--- config.mk ---
export PLATFORM = sky130hd
export DESIGN_NAME = ngmux_switch_ctrl
export DESIGN_NICKNAME = d
export VERILOG_FILES = /design/src/rtl/ngmux_ctrl_pkg.sv /design/src/rtl/ngmux_lock_sync.sv /design/src/rtl/ngmux_switch_ctrl.sv
export SDC_FILE = /design/constraint.sdc
export NUM_CORES = 1
export LEC_CHECK = 0
export ABC_AREA = 1
export CAP_MARGIN = 20
export CORE_MARGIN = 1
export CORE_UTILIZATION = 40
export CTS_CLUSTER_DIAMETER = 60
export DETAILED_ROUTE_END_ITERATION = 8
export GPL_TIMING_DRIVEN = 0
export PLACE_DENSITY = 0.56
export SLEW_MARGIN = 10
export SYNTH_ARGS = -nofsm -noshare
export SYNTH_HDL_FRONTEND = slang
export SYNTH_SLANG_ARGS = --single-unit
--- constraint.sdc ---
create_clock -name CLK -period 2.8 [get_ports CLK]
set_clock_uncertainty 0.2 [all_clocks]
set_input_delay 0.7 -clock CLK [delete_from_list [all_inputs] [get_ports CLK]]
set_output_delay 0.7 -clock CLK [all_outputs]
set_load 0.02 [all_outputs]
--- src/rtl/ngmux_ctrl_pkg.sv ---
// rtl/ngmux_ctrl_pkg.sv - shared types and helpers for the NGMUX switch controller
package ngmux_ctrl_pkg;

    typedef enum logic [2:0] {
        ST_INIT    = 3'd0,
        ST_IDLE    = 3'd1,
        ST_QUIESCE = 3'd2,
        ST_CHECK   = 3'd3,
        ST_SETTLE  = 3'd4
    } state_t;

    localparam logic SRC_CLK0 = 1'b0;
    localparam logic SRC_CLK1 = 1'b1;

    // One down-counter serves all three timed phases, so it is sized for the longest
    function automatic int cnt_width(input int q, input int s, input int l);
        int m;
        m = q;
        if (s > m) m = s;
        if (l > m) m = l;
        return $clog2(m + 1);
    endfunction

endpackage

--- src/rtl/ngmux_lock_sync.sv ---
// rtl/ngmux_lock_sync.sv - multi-stage synchroniser for the two asynchronous PLL lock inputs
module ngmux_lock_sync #(
    parameter int SYNC_STAGES = 2
) (
    input  logic       CLK,
    input  logic       RESETN,
    input  logic [1:0] i_lock,
    output logic [1:0] o_lock
);

    logic [SYNC_STAGES-1:0][1:0] r_sync;

    always_ff @(posedge CLK or negedge RESETN) begin
        if (!RESETN) begin
            r_sync <= '0;
        end else begin
            r_sync <= {r_sync[SYNC_STAGES-2:0], i_lock};
        end
    end

    assign o_lock = r_sync[SYNC_STAGES-1];

endmodule

--- src/rtl/ngmux_switch_ctrl.sv ---
// rtl/ngmux_switch_ctrl.sv - sequences NGMUX source changes with downstream reset and lock checks
// Optional automatic failover on current-source lock loss: NGMUX_CTRL_FAILOVER_EN
module ngmux_switch_ctrl
    import ngmux_ctrl_pkg::*;
#(
    parameter logic DEFAULT_SEL    = SRC_CLK0,
    parameter int   QUIESCE_CYCLES = 16,
    parameter int   SETTLE_CYCLES  = 32,
    parameter int   LOCK_TIMEOUT   = 1024,
    parameter int   SYNC_STAGES    = 2
) (
    input  logic CLK,
    input  logic RESETN,
    input  logic REQ_VALID,
    input  logic REQ_SEL,
    output logic REQ_READY,
    input  logic LOCK0,
    input  logic LOCK1,
    output logic SEL,
    output logic CLKOUT_RESETN,
    output logic BUSY,
    output logic DONE,
    output logic ERR,
`ifdef NGMUX_CTRL_FAILOVER_EN
    output logic FAILOVER,
`endif
    output logic CUR_SEL
);

    localparam int CW = cnt_width(QUIESCE_CYCLES, SETTLE_CYCLES, LOCK_TIMEOUT);
    localparam logic [CW-1:0] C_QUIESCE = CW'(QUIESCE_CYCLES - 1);
    localparam logic [CW-1:0] C_SETTLE  = CW'(SETTLE_CYCLES - 1);
    localparam logic [CW-1:0] C_TIMEOUT = CW'(LOCK_TIMEOUT - 1);
    localparam logic [CW-1:0] C_ONE     = CW'(1);

    state_t          r_state, w_state_nxt;
    logic [CW-1:0]   r_cnt, w_cnt_nxt;
    logic            r_tgt, w_tgt_nxt;
    logic            r_sel, w_sel_nxt;
    logic            r_cur_sel, w_cur_nxt;
    logic            r_rstn, w_rstn_nxt;
    logic            r_done, w_done_nxt;
    logic            r_err, w_err_nxt;

    logic [1:0]      w_lock;
    logic            w_lock_cur;
    logic            w_lock_tgt;
    logic            w_lock_loss;
    logic            w_accept;
    logic            w_cnt_zero;
    logic            w_fo_go;

    ngmux_lock_sync #(
        .SYNC_STAGES (SYNC_STAGES)
    ) u_lock_sync (
        .CLK    (CLK),
        .RESETN (RESETN),
        .i_lock ({LOCK1, LOCK0}),
        .o_lock (w_lock)
    );

    assign w_lock_cur  = w_lock[r_cur_sel];
    assign w_lock_tgt  = w_lock[r_tgt];
    assign w_lock_loss = (r_state == ST_IDLE) && !w_lock_cur;
    assign w_cnt_zero  = (r_cnt == '0);
    // Not ready while lock is lost so a request never races the lock-loss exit
    assign REQ_READY   = (r_state == ST_IDLE) && w_lock_cur;
    assign w_accept    = REQ_VALID && REQ_READY;

`ifdef NGMUX_CTRL_FAILOVER_EN
    logic r_auto;
    logic r_failover;

    assign w_fo_go = w_lock_loss && w_lock[~r_cur_sel];

    always_ff @(posedge CLK or negedge RESETN) begin
        if (!RESETN) begin
            r_auto     <= 1'b0;
            r_failover <= 1'b0;
        end else begin
            if (w_fo_go) begin
                r_auto <= 1'b1;
            end else if (w_accept) begin
                r_auto <= 1'b0;
            end
            r_failover <= (r_state == ST_SETTLE) && w_cnt_zero && r_auto;
        end
    end

    assign FAILOVER = r_failover;
`else
    assign w_fo_go = 1'b0;
`endif

    always_ff @(posedge CLK or negedge RESETN) begin
        if (!RESETN) begin
            r_state   <= ST_INIT;
            r_cnt     <= '0;
            r_tgt     <= DEFAULT_SEL;
            r_sel     <= DEFAULT_SEL;
            r_cur_sel <= DEFAULT_SEL;
            r_rstn    <= 1'b0;
            r_done    <= 1'b0;
            r_err     <= 1'b0;
        end else begin
            r_state   <= w_state_nxt;
            r_cnt     <= w_cnt_nxt;
            r_tgt     <= w_tgt_nxt;
            r_sel     <= w_sel_nxt;
            r_cur_sel <= w_cur_nxt;
            r_rstn    <= w_rstn_nxt;
            r_done    <= w_done_nxt;
            r_err     <= w_err_nxt;
        end
    end

    always_comb begin
        w_state_nxt = r_state;
        case (r_state)
            ST_INIT:    if (w_lock_cur) w_state_nxt = ST_IDLE;
            ST_IDLE: begin
                if (w_fo_go)                                 w_state_nxt = ST_QUIESCE;
                else if (w_lock_loss)                        w_state_nxt = ST_INIT;
                else if (w_accept && (REQ_SEL != r_cur_sel)) w_state_nxt = ST_QUIESCE;
            end
            ST_QUIESCE: if (w_cnt_zero) w_state_nxt = ST_CHECK;
            ST_CHECK: begin
                if (w_lock_tgt)      w_state_nxt = ST_SETTLE;
                else if (w_cnt_zero) w_state_nxt = ST_INIT;
            end
            ST_SETTLE:  if (w_cnt_zero) w_state_nxt = ST_IDLE;
            default:    w_state_nxt = ST_INIT;
        endcase
    end

    always_comb begin
        w_cnt_nxt  = r_cnt;
        w_tgt_nxt  = r_tgt;
        w_sel_nxt  = r_sel;
        w_cur_nxt  = r_cur_sel;
        w_rstn_nxt = r_rstn;
        w_done_nxt = 1'b0;
        w_err_nxt  = 1'b0;
        case (r_state)
            ST_INIT: begin
                if (w_lock_cur) w_rstn_nxt = 1'b1;
            end
            ST_IDLE: begin
                if (w_fo_go) begin
                    w_tgt_nxt  = ~r_cur_sel;
                    w_rstn_nxt = 1'b0;
                    w_cnt_nxt  = C_QUIESCE;
                end else if (w_lock_loss) begin
                    w_rstn_nxt = 1'b0;
                end else if (w_accept) begin
                    if (REQ_SEL == r_cur_sel) begin
                        w_done_nxt = 1'b1;
                    end else begin
                        w_tgt_nxt  = REQ_SEL;
                        w_rstn_nxt = 1'b0;
                        w_cnt_nxt  = C_QUIESCE;
                    end
                end
            end
            ST_QUIESCE: begin
                w_cnt_nxt = w_cnt_zero ? C_TIMEOUT : (r_cnt - C_ONE);
            end
            ST_CHECK: begin
                if (w_lock_tgt) begin
                    w_sel_nxt = r_tgt;
                    w_cnt_nxt = C_SETTLE;
                end else if (w_cnt_zero) begin
                    w_err_nxt = 1'b1;
                end else begin
                    w_cnt_nxt = r_cnt - C_ONE;
                end
            end
            ST_SETTLE: begin
                // Target lock is deliberately not re-checked here; the mux has already switched
                if (w_cnt_zero) begin
                    w_cur_nxt  = r_sel;
                    w_rstn_nxt = 1'b1;
                    w_done_nxt = 1'b1;
                end else begin
                    w_cnt_nxt = r_cnt - C_ONE;
                end
            end
            default: begin
                w_cnt_nxt = '0;
            end
        endcase
    end

    assign SEL           = r_sel;
    assign CUR_SEL       = r_cur_sel;
    assign CLKOUT_RESETN = r_rstn;
    assign BUSY          = (r_state != ST_IDLE);
    assign DONE          = r_done;
    assign ERR           = r_err;

endmodule
==> qor.yml, run 1 <==
finalSetupViolations: 0
cp-startpoint: "r_state[1]"
fmax_mhz: 391.3
yosysTopAreaCell: "dfrtp_1"
slew_headroom_pct: 60.17
grt_use_total_pct: 18.08
dp_hpwl_um: 2312
period_minus_slack_ns: 2.556
fillers: 381
insertion_delay_ns: 0.32
finalCritPeriodShare_pct: 91.27
drcViolationCount: 0
min_path_cells: 0
ys_ff_latch: 24
cts_num_sinks: 24
worst_slew_pin_slew_ns: 0.5955
grt_pass1_wl_um: 4961
postRouteAntennaNets: 0
cts_hold_buf: 0
clockRootBuffer: "clkbuf_4"
r2r-end: "r_cnt[0]"
synth_commonest_cells: "67 x nand2_1, 24 x dfrtp_1, 17 x nor2_1"
postSynthCellCount: 191
synth_cell_type_count: 26
syn_avg_cell_area_um2: 7.370
synth_top_area_share_pct: 42.67
vias: 1235
path_clk_slew_ns: 0.15
num_io_pins: 13
worstPathMaxFanout: 6
holdPathEnd: "u_lock_sync.o_lock[1]"
syn_area_mm2: 0.001408
core_area_mm2: 0.003363
initial_core_util_pct: 41.85
drt_iter0_drc: 50
reg2reg_from: "r_cnt[0]"
final_nets: 218
wl_per_cell_um: 11.51
tns_ns: 0
overflow: 0
yosys_warnings: 0
setup_slack_ns: 0.2444
final_layout_size_suffix_gt1_share_pct: 13.94
start_kind: "flip-flop"
syn-num-nets: 200
via_per_inst: 4.862
cap_violations: 0
r2r_cells: 11
first_pass_iters: 4
synth_ff_type: "dfrtp_1"
status: "finished, final reports clean"
critPathCaptureType: "output port"
p_per_area_mw_per_mm2: 1144
tritoncts: "built"
grt_pass1_vias: 1081
drv_slew: 0
synthToLayoutAreaGrowth_pct: 17.33
hp-class: "reg -> reg"
final_area_mm2: 0.001652
rsz0062_at_grt: "no"
die_area_mm2: 0.003760
path_class: "reg -> out"
hp-start: "u_lock_sync.r_sync[1]"
grt_max_degree: 15
ff2ff_setup_slack_ns: 0.77
postPlaceCellArea_mm2: 0.001600
async_flop_share_pct: 100.0
cp_data_arrival_time_ns: 1.66
synth-edff-count: 0
io_buffers: 12
power_leakage_nw: 0.8510
synth-seq-area-share_pct: 42.67
required_ns: 1.90
drt-total-wl_um: 2923
num_rows: 21
irDropWorstVdd_v: 0.0004775
die_h_um: 61.32
hold_viol_final: 0
antenna_found_initial: 0
synthMostInstantiatedCell: "nand2_1"
antenna_cells: 0
max-clock-path-buffers: 2
synth.area.top_cells: "dfrtp_1 43%, nand2_1 18%, nand3_1 4.6%"
die_w_um: 61.32
place.gp.congestion: 0.8142
pre_cts_slack_ns: 0.3236
hold_slack_ns: 0.1721
numCtsBuffers: 3
htreeDepth: 1
## layout make-up
| class | count | area, um^2 | share of cell area, % |
|---|---|---|---|
| plain buffers | 1 | 11.26 | 0.6818 |
| clock buffers | 3 | 22.52 | 1.364 |
| clock inverters | 1 | 30.03 | 1.818 |
| inverters | 23 | 86.33 | 5.227 |
| multi-input cells | 143 | 709.4 | 42.95 |
| flip-flops and latches | 24 | 600.6 | 36.36 |
| well taps | 46 | 57.56 | 3.485 |
| repair buffers | 13 | 133.9 | 8.106 |
## worst max-delay path, stage by stage, from the launching register on
cell and delay [ns]:
dfrtp_1 0.47, inv_2 0.10, nand3_2 0.13, nor2_2 0.27, dlygate4sd2_1 0.37
## power by group
part           switching [mW]  internal, mW
clock network           0.110         0.145
logic                   0.687         0.392
registers              0.0985         0.458
total                   0.895         0.995
## flip-flops by register name, indices dropped and copies added (netlist names)
signal,cells
r_tgt,1
DONE,1
CLKOUT_RESETN,1
u_lock_sync.o_lock,2
r_state,3
u_lock_sync.r_sync,2
CUR_SEL,1
ERR,1
SEL,1
r_cnt,11
## per-stage QoR
step | utilization (%) | power, mW | cells
3_5_place_dp | 47.58 | 1.651 | 250
4_1_cts | 49.11 | 1.911 | 254
3_3_place_gp | 47.14 | 1.639 | 249
5_1_grt | 49.11 | 2.078 | 254
2_1_floorplan | - | 1.373 | 191
6_report | 49.11 | 1.890 | 254
## worst max path at each step
stage / end / slack [ns]
finish: REQ_READY / 0.24
detailed placement: REQ_READY / 0.32
floorplan: REQ_READY / 0.86
CTS: REQ_READY / 0.22
global route: REQ_READY / 0.11
global placement: REQ_READY / 0.34
## placed cells by master, fill, tap and decap left out
cell	n
nand2_1	67
dfrtp_1	24
nor2_1	17
inv_1	14
nand3_1	13
o21ai_1	12
clkdlybuf4s50_1	11
inv_2	9
nor2_2	5
xor2_1	4
o21ai_0	3
ha_1	3
clkbuf_4	3
nand2_2	2
a21oi_2	2
o211ai_1	2
nor3_1	2
a21oi_1	2
nand3_2	1
nor2_4	1
or2_1	1
buf_6	1
nor3_2	1
nand3b_1	1
o21ai_2	1
nand2b_1	1
nand3_4	1
a22oi_1	1
bufinv_16	1
buf_8	1
dlygate4sd2_1	1
## routing by layer
layer | vias up | part of all wire (%) | global-route usage [%]
met5 | - | 0 | 0
li1 | 637 | - | -
met4 | 0 | 0.79 | 6.818
met2 | 20 | 47 | 29.81
met1 | 576 | 49 | 24.35
met3 | 2 | 3.1 | 2.101
## what timing repair did
item,CTS,global route
resized for setup,1,0
setup endpoints to repair,1,0
buffers inserted,0,0
## logic make-up after synthesis
kind of cell	count (synthesis)	share of synthesized area, %
flip-flops	24	42.67
XOR/XNOR	4	2.489
buffers and inverters	24	6.933
AND/OR/NAND/NOR	113	35.73
AO/OA/AOI/OAI	23	9.511
adder cells (fa/ha/maj)	3	2.667
Power figures use the tool's default switching activity.
==> inputs of run 2 (changes only) <==
--- a/config.mk
+++ b/config.mk
@@ -12,7 +12,6 @@
 export CTS_CLUSTER_DIAMETER = 60
 export DETAILED_ROUTE_END_ITERATION = 8
 export GPL_TIMING_DRIVEN = 0
-export PLACE_DENSITY = 0.56
 export SLEW_MARGIN = 10
 export SYNTH_ARGS = -nofsm -noshare
 export SYNTH_HDL_FRONTEND = slang
==> qor.yml, run 2 (synthesis results as in run 1) <==
cp_data_arrival_time_ns: 1.62  # was 1.66 ns
p_total_mw: 1.888  # was 1.890 mW
grt_use_total_pct: 18.27  # was 18.08%
grt_max_degree: 25  # was 15
post_cts_buffers: 0  # unchanged
p_per_area_mw_per_mm2: 1157  # was 1144 mW/mm^2
io_buffers: 12  # unchanged
ff2ff_setup_slack_ns: 0.77  # about the same
rsz0062_at_grt: "no"  # unchanged
place.gp.congestion: 0.8174  # was 0.8142
final_cells: 253  # was 254
die_area_mm2: 0.003760  # unchanged
worstPathMaxFanout: 6  # unchanged
worst_slew_pin_slew_ns: 0.5506  # was 0.5955 ns
setup_slack_ns: 0.2763  # was 0.2444 ns
r2r-end: "r_cnt[0]"  # unchanged
required_ns: 1.90  # about the same
grt_pass1_wl_um: 5085  # was 4961 um
postRouteAntennaNets: 0  # unchanged
num_rows: 21  # unchanged
crit_chain: "inv_2 > nand3_2 > nor2_2 > dlygate4sd2_1"  # unchanged
num_io_pins: 13  # unchanged
max-clock-path-buffers: 2  # unchanged
final_nets: 217  # was 218
largest_reg_flops: 11  # unchanged
finalSetupViolations: 0  # unchanged
insertion_delay_ns: 0.32  # about the same
drt-total-wl_um: 2911  # was 2923 um
final_common_cell: "nand2_1"  # unchanged
start_kind: "flip-flop"  # unchanged
reg.largest.list: "r_cnt x11, r_state x3"  # unchanged
drv_slew: 0  # unchanged
htreeDepth: 1  # unchanged
initial_core_util_pct: 41.85  # unchanged
die_h_um: 61.32  # unchanged
drcViolationCount: 0  # unchanged
final_layout_size_suffix_gt1_share_pct: 14.01  # was 13.94%
status: "finished, final reports clean"  # unchanged
period_minus_slack_ns: 2.524  # was 2.556 ns
finalCritPeriodShare_pct: 90.13  # was 91.27%
grt_pass1_vias: 1203  # was 1081
clockRootBuffer: "clkbuf_4"  # unchanged
place_inst: 249  # was 250
path_clk_slew_ns: 0.14  # was 0.15 ns
tns_ns: 0  # unchanged
reg2reg_from: "r_cnt[0]"  # unchanged
wl_per_cell_um: 11.51  # about the same
antenna_cells: 0  # unchanged
slowest_delay_ns: 0.47  # about the same
r2r_cells: 11  # unchanged
first_pass_iters: 4  # unchanged
core_area_mm2: 0.003363  # unchanged
cap_violations: 0  # unchanged
critPathCaptureType: "output port"  # unchanged
fmax_mhz: 396.2  # was 391.3 MHz
via_per_inst: 4.798  # was 4.862
numCtsBuffers: 3  # unchanged
hold_viol_final: 0  # unchanged
power_leakage_nw: 0.8436  # was 0.8510 nW
slowest_stage: "dfrtp_1"  # unchanged
path_class: "reg -> out"  # unchanged
vias: 1214  # was 1235
drt_iter0_drc: 61  # was 50
overflow: 0  # unchanged
slew_headroom_pct: 63.30  # was 60.17%
antenna_found_initial: 0  # unchanged
hold_slack_ns: 0.1479  # was 0.1721 ns
cts_num_sinks: 24  # unchanged
regMostFlops: "r_cnt"  # unchanged
die_w_um: 61.32  # unchanged
hp-class: "in -> async"  # was reg -> reg
irDropWorstVdd_v: 0.0005191  # was 0.0004775 V
dp_hpwl_um: 2225  # was 2312 um
pre_cts_slack_ns: 0.3456  # was 0.3236 ns
synthToLayoutAreaGrowth_pct: 15.91  # was 17.33%
final_cell_mix: "67 x nand2_1, 24 x dfrtp_1, 17 x nor2_1"  # unchanged
tritoncts: "built"  # unchanged
-- run 2: changes by cell type in the layout (fill, tap and decap cells not counted), sizes merged --
cell / change
clkdlybuf4s50: -1
-- run 2: layout make-up --
type                       instances  area [um^2]
fill                             359         1732
multi-input combinational        143        709.4
sequential                        24        600.6
timing repair buffer              12        113.9
inverter                          23        86.33
tap                               46        57.56
clock inverter                     1        30.03
clock buffer                       3        22.52
buffer                             1        11.26
-- run 2: power breakdown --
group          internal (mW)  leakage, nW  switching (mW)  total (mW)
clock                  0.145       0.0279           0.104       0.248
sequential             0.458        0.308           0.102       0.560
combinational          0.391        0.508           0.689        1.08
-- run 2: worst max-delay path by stage --
stage,from,endpoint,slack [ns]
after global routing,r_state[2],REQ_READY,0.14
after detailed placement,r_state[1],REQ_READY,0.35
final,r_state[1],REQ_READY,0.28
after global placement,r_state[1],REQ_READY,0.32
after floorplan,r_state[1],REQ_READY,0.86
after CTS,CUR_SEL,REQ_READY,0.26
-- run 2: metal layers --
metal / track usage (%) / routed length, um
met1: 25.07 / 1421
met2: 29.66 / 1412
met3: 1.891 / 59
met4: 7.143 / 19
met5: 0 / 0
-- run 2: critical path, delay by kind of cell, from the launching register on --
kind | cells | cell delay, ns
buf+inv | 2 | 0.47
simple gates | 2 | 0.38
flops | 1 | 0.47
-- run 2: timing repair --
item	4_1_cts	5_1_grt
hold buffers	0	0
resized for setup	1	0
endpoints found under the setup margin	1	0
-- run 2: metrics by stage --
step | util [%] | area (um^2)
finish | 48.51 | 1632
global route | 48.51 | 1632
CTS | 48.66 | 1637
detailed placement | 47.14 | 1585
global placement | 47.14 | 1585
floorplan | - | 1408
